## src/rtl/cache_arb_pkg.sv

```systemverilog
// Shared types and constants for the I/D cache fill arbiter.
// State enum, owner encoding, block geometry and memory latency.
package cache_arb_pkg;

  localparam int BLOCK_WORDS = 8;
  localparam int MEM_LAT     = 4;

  localparam logic [15:0] BLOCK_MASK = 16'hFFF0;
  localparam logic [15:0] WORD_MASK  = 16'hFFFE;

  typedef enum logic [1:0] {
    IDLE,
    FILL,
    WRITE,
    RET
  } state_t;

  typedef enum logic {
    OWN_I = 1'b0,
    OWN_D = 1'b1
  } owner_t;

  typedef struct packed {
    owner_t      owner;
    logic [15:0] addr;
    logic [15:0] wdata;
  } txn_t;

  // Word k of a block never carries out of the block.
  function automatic logic [15:0] word_addr(
    input logic [15:0] base,
    input logic [2:0]  k
  );
    return base | {12'd0, k, 1'b0};
  endfunction

endpackage

```

## src/rtl/cache_fill_arbiter_arb_select.sv

```systemverilog
// Grant selection between I and D requesters.
// ARB_ROUND_ROBIN_EN: ties go to the side not granted last; else D wins.
module arb_select
  import cache_arb_pkg::*;
(
  input  logic   i_req,
  input  logic   d_req,
  input  owner_t last,
  output owner_t owner
);

`ifdef ARB_ROUND_ROBIN_EN
  owner_t tie_own;
  assign tie_own = (last == OWN_I) ? OWN_D : OWN_I;
`else
  owner_t tie_own;
  logic   unused_last;
  assign tie_own     = OWN_D;
  assign unused_last = last;
`endif

  always_comb begin
    owner = OWN_I;
    if (i_req && d_req) begin
      owner = tie_own;
    end else if (d_req) begin
      owner = OWN_D;
    end
  end

endmodule

```

## src/rtl/cache_fill_arbiter.sv

```systemverilog
// Arbitrates I/D cache misses onto one memory port (block fill or word write).
// Tie policy selected by ARB_ROUND_ROBIN_EN inside arb_select.
module cache_fill_arbiter
  import cache_arb_pkg::*;
(
  input  logic        clk,
  input  logic        rst_n,
  input  logic        i_req,
  input  logic [15:0] i_addr,
  input  logic        d_req,
  input  logic        d_wr,
  input  logic [15:0] d_addr,
  input  logic [15:0] d_wdata,
  output logic        mem_en,
  output logic        mem_wr,
  output logic [15:0] mem_addr,
  output logic [15:0] mem_wdata,
  input  logic [15:0] mem_rdata,
  input  logic        mem_rvalid,
  output logic [15:0] fill_data,
  output logic [2:0]  fill_idx,
  output logic        i_fill_we,
  output logic        d_fill_we,
  output logic        i_done,
  output logic        d_done,
  output logic        busy
);

  state_t state;
  state_t state_nxt;
  txn_t   txn;
  owner_t last;
  owner_t grant_own;

  logic [2:0]         issue_cnt;
  logic               issue_fin;
  logic [2:0]         rcv_cnt;
  logic [MEM_LAT-1:0] inflight;

  logic grant;
  logic issue;
  logic beat;
  logic last_beat;

  arb_select u_sel (
    .i_req (i_req),
    .d_req (d_req),
    .last  (last),
    .owner (grant_own)
  );

  assign grant = i_req | d_req;
  assign issue = (state == FILL) && !issue_fin;

  // Only returns matching one of our own issues are accepted, so
  // reads launched before a reset can never be mistaken for data.
  assign beat      = (state == FILL) && mem_rvalid
                   && inflight[MEM_LAT-1];
  assign last_beat = beat
                   && (rcv_cnt == 3'(BLOCK_WORDS - 1));

  always_ff @(posedge clk) begin
    if (!rst_n) begin
      state <= IDLE;
    end else begin
      state <= state_nxt;
    end
  end

  always_comb begin
    state_nxt = state;
    unique case (state)
      IDLE: begin
        if (grant) begin
          if (grant_own == OWN_D && d_wr) begin
            state_nxt = WRITE;
          end else begin
            state_nxt = FILL;
          end
        end
      end
      FILL: begin
        if (last_beat) begin
          state_nxt = RET;
        end
      end
      WRITE:   state_nxt = RET;
      RET:     state_nxt = IDLE;
      default: state_nxt = IDLE;
    endcase
  end

  always_ff @(posedge clk) begin
    if (!rst_n) begin
      txn       <= '0;
      last      <= OWN_I;
      issue_cnt <= '0;
      issue_fin <= 1'b0;
      rcv_cnt   <= '0;
      inflight  <= '0;
    end else begin
      inflight <= {inflight[MEM_LAT-2:0], issue};
      if (state == IDLE && grant) begin
        txn.owner <= grant_own;
        txn.addr  <= (grant_own == OWN_D) ? d_addr : i_addr;
        txn.wdata <= d_wdata;
        last      <= grant_own;
        issue_cnt <= '0;
        issue_fin <= 1'b0;
        rcv_cnt   <= '0;
      end
      if (issue) begin
        issue_cnt <= issue_cnt + 3'd1;
        if (issue_cnt == 3'(BLOCK_WORDS - 1)) begin
          issue_fin <= 1'b1;
        end
      end
      if (beat) begin
        rcv_cnt <= rcv_cnt + 3'd1;
      end
    end
  end

  always_comb begin
    mem_en    = 1'b0;
    mem_wr    = 1'b0;
    mem_addr  = '0;
    mem_wdata = '0;
    fill_data = '0;
    fill_idx  = '0;
    i_fill_we = 1'b0;
    d_fill_we = 1'b0;
    i_done    = 1'b0;
    d_done    = 1'b0;
    busy      = (state != IDLE);
    unique case (state)
      FILL: begin
        if (issue) begin
          mem_en   = 1'b1;
          mem_addr = word_addr(txn.addr & BLOCK_MASK,
                               issue_cnt);
        end
        if (beat) begin
          fill_data = mem_rdata;
          fill_idx  = rcv_cnt;
          i_fill_we = (txn.owner == OWN_I);
          d_fill_we = (txn.owner == OWN_D);
          i_done    = last_beat && (txn.owner == OWN_I);
          d_done    = last_beat && (txn.owner == OWN_D);
        end
      end
      WRITE: begin
        mem_en    = 1'b1;
        mem_wr    = 1'b1;
        mem_addr  = txn.addr & WORD_MASK;
        mem_wdata = txn.wdata;
        d_done    = 1'b1;
      end
      default: ;
    endcase
  end

endmodule
```

## config.mk

```make
export PLATFORM = sky130hd
export DESIGN_NAME = cache_fill_arbiter
export DESIGN_NICKNAME = d
export VERILOG_FILES = /design/src/rtl/cache_arb_pkg.sv /design/src/rtl/cache_fill_arbiter_arb_select.sv /design/src/rtl/cache_fill_arbiter.sv
export SDC_FILE = /design/constraint.sdc
export NUM_CORES = 1
export LEC_CHECK = 0
export CAP_MARGIN = 25
export CORE_ASPECT_RATIO = 1.75
export CORE_UTILIZATION = 37
export CTS_BUF_LIST = sky130_fd_sc_hd__clkbuf_8
export CTS_CLUSTER_SIZE = 25
export DETAILED_ROUTE_END_ITERATION = 10
export PLACE_DENSITY = 0.88
export REMOVE_ABC_BUFFERS = 1
export SYNTH_ARGS = -nofsm -noshare
export SYNTH_HDL_FRONTEND = slang
export SYNTH_SLANG_ARGS = --single-unit
```

## constraint.sdc

```tcl
create_clock -name clk -period 1.5 [get_ports clk]
set_input_delay 0.3 -clock clk [delete_from_list [all_inputs] [get_ports clk]]
set_output_delay 0.3 -clock clk [all_outputs]
set_load 0.05 [all_outputs]
```

==> results.py, run 1 <==
metrics = {
    "status": {
        "outcome": "finished with violations",
        "violations": "setup timing",
    },
    "routing": {
        "routed-via-count": 2609,
        "drtAntennaViolNets": 0,
        "totalWireLength_mm": 8.97,
        "top_layer": "met4",
        "wl_met2_mm": 5.25,
        "drtIter0Drc": 72,
        "via_per_inst": 5.14,
        "dr.pass1.iters": 6,
        "routedWlPerCell_microns": 17.7,
        "post-route-drc-count": 0,
        "wl_met3_microns": 465,
        "wl_met1_mm": 3.05,
    },
    "yosys": {
        "ys_types": 27,
        "synthArstFlopShare": 0,
        "synth_warnings": 0,
        "ys_ff_latch": 45,
        "syn_inst": 274,
        "synth-main-ff-cell": "dfxtp_1",
        "synth_area_sq_um": 2380,
        "yosysSeqAreaShare": 0.378,
        "syn_avg_cell_area_sq_um": 8.70,
        "synth_edf_count": 0,
    },
    "placement": {
        "postPlaceCellArea_sq_um": 4450,
        "dp_hpwl_mm": 5.58,
        "io_buffers": 124,
        "gp_congestion": 0.770,
    },
    "sta": {
        "period_minus_slack_ns": 1.92,
        "hold_viol": 0,
        "setup_ws_ns": -0.425,
        "setup_viol": 88,
        "maxSlewViolCount": 0,
        "timing.hold.ws_ns": 0.440,
        "max_freq_ghz": 0.519,
        "clock_skew_ns": 0.0113,
        "fin_crit_sh": 1.28,
        "rsz0062_at_grt": "true",
    },
    "floorplan": {
        "die_y_microns": 108,
        "rows": 38,
        "io_pins": 128,
        "die_w_microns": 62.7,
        "die-area_sq_um": 6780,
        "start_util": 0.383,
        "core_sq_um": 6230,
    },
    "clocking": {
        "cts_tree": "done",
        "clk_path_buf_depth": 2,
        "clk_latency_ns": 0.30,
        "cts_root_buf": "clkbuf_8",
        "cts_made_buffers": 5,
        "cts_sinks": 45,
        "clk_pin_slew_ns": 0.09,
        "ctsHoldBuffers": 0,
        "h-tree-depth": 2,
    },
    "layout": {
        "fillers": 328,
        "nets": 506,
        "stdcell_area_sq_um": 5150,
        "final_cell_mix": "clkdlybuf4s50_1 (66), buf_12 (63), and2_4 (49)",
        "final_layout_size_suffix_gt1_frac": 0.453,
        "area_growth_pct": 116,
        "diodes": 0,
        "final_common_cell": "clkdlybuf4s50_1",
    },
    "setup_path": {
        "r2r_slack_ns": -0.08,
        "required_ns": 1.20,
        "regToRegStartpoint": "state[1]",
        "worstSetupPathType": "register to primary output",
        "start_kind": "register",
        "crit_arrival_ns": 1.62,
        "r2r-end": "txn[28]",
        "cp-end-kind": "primary output",
        "r2r_cells": 9,
        "critPathMaxFanout": 22,
    },
    "power_and_ir_drop": {
        "total_power_w": 0.00649,
        "power_density_nw_per_um2": 1260,
        "ir_drop_v": 0.00108,
        "p_leak_nw": 2.26,
    },
    "global_route": {
        "grt_max_degree": 25,
        "grt_pass1_wl_mm": 12.6,
        "grt_overflow": 0,
        "grt_pass1_vias": 2739,
        "antenna_found_initial": 0,
        "grt_use_total": 0.234,
    },
    "hold_path": {
        "hold_depth": 1,
        "hp-class": "register to register",
        "hold_end": "inflight[2]",
        "worstHoldStart": "inflight[1]",
    },
    "job": {
        "cap_viol_max_count": 0,
    },
}
[how the worst max path moves through the flow]
| stage | to | cells past startpoint | slack, ns | from |
|---|---|---|---|---|
| 5_1_grt | fill_data[3] | 7 | -0.48 | state[1] |
| 3_3_place_gp | txn[18] | 5 | -0.27 | d_req |
| 6_report | fill_data[3] | 7 | -0.42 | state[1] |
| 4_1_cts | fill_data[1] | 7 | -0.40 | state[1] |
| 3_5_place_dp | mem_addr[5] | 6 | -0.36 | state[1] |
| 2_1_floorplan | mem_addr[10] | 4 | -1.08 | state[0] |
[synthesized netlist by cell type, drive strengths merged, types with 2 or more instances]
master,n,area [sq um]
a21boi,20,150
a22oi,5,37.5
and2,53,332
and3,3,18.8
buf,10,91.3
clkbuf,11,42.5
dfxtp,45,901
ha,8,100
inv,3,11.3
mux2i,17,170
nand2,54,203
nand2b,2,12.5
nand3,7,35.0
nor2,4,15.0
nor2b,7,43.8
o211a,15,150
o21a,4,30.0
[through the flow]
step / util / TNS, ns / std cells / worst slack [ns]
floorplan: - / -39.52 / 253 / -1.08
global placement: 0.714 / -17.50 / 486 / -0.269
detailed placement: 0.714 / -22.73 / 486 / -0.361
CTS: 0.794 / -17.86 / 499 / -0.399
global route: 0.827 / -25.85 / 508 / -0.481
finish: 0.827 / -21.28 / 508 / -0.425
[cell type report]
class	count	area, sq um	area share
multi-input combinational	206	1680	0.326
sequential	45	906	0.176
inverter	3	16.3	0.00316
clock buffer	6	82.6	0.0160
timing repair buffer	167	2360	0.459
tap	80	100	0.0194
clock inverter	1	3.75	0.000729
[where the power goes]
part	switching, W	leakage [nW]	total, W	internal (W)
combinational	0.00185	1.84	0.00400	0.00215
clock	0.000413	0.0485	0.000773	0.000360
sequential	0.000216	0.372	0.00172	0.00151
[kinds of logic (layout without fill, tap and decap cells)]
| family | count (synthesis) | after routing | share of synthesized area |
|---|---|---|---|
| AND/OR/NAND/NOR | 130 | 130 | 0.276 |
| AO/OA/AOI/OAI | 49 | 50 | 0.170 |
| flip-flops | 45 | 45 | 0.378 |
| buffers and inverters | 24 | 177 | 0.0609 |
| multiplexers | 17 | 17 | 0.0714 |
| adder cells (fa/ha/maj) | 8 | 8 | 0.0420 |
| other | 1 | 1 | 0.00157 |
[critical path: stages, from the launching register on]
cell and delay [ns]:
dfxtp_2 0.34, inv_2 0.08, ha_4 0.14, buf_6 0.10
and3_4 0.20, buf_12 0.16, and2_4 0.17, buf_12 0.13
[registers in the layout (all words and copies together), names as in the netlist]
register	cells
txn	32
inflight	4
issue_cnt	3
rcv_cnt	3
state	2
issue_fin	1
[metal layers]
metal | GRT usage | up-vias
li1 | - | 1216
met2 | 0.496 | 122
met5 | 0 | -
met3 | 0.0496 | 17
met1 | 0.212 | 1254
met4 | 0.0681 | 0
[timing repair]
action | CTS | global route
cloned | 3 | 5
setup endpoints to repair | 82 | 95
gates resized for setup | 107 | 31
pin swaps | 24 | 16
buffers inserted | 3 | 5
No activity file was read; power rests on OpenSTA's default activity.
==> run 2: changes to the inputs <==
CTS_CLUSTER_SIZE = 12   (was 25)
==> results of run 2 <==
The final DEF is identical to that of run 1; final timing and power are the same.
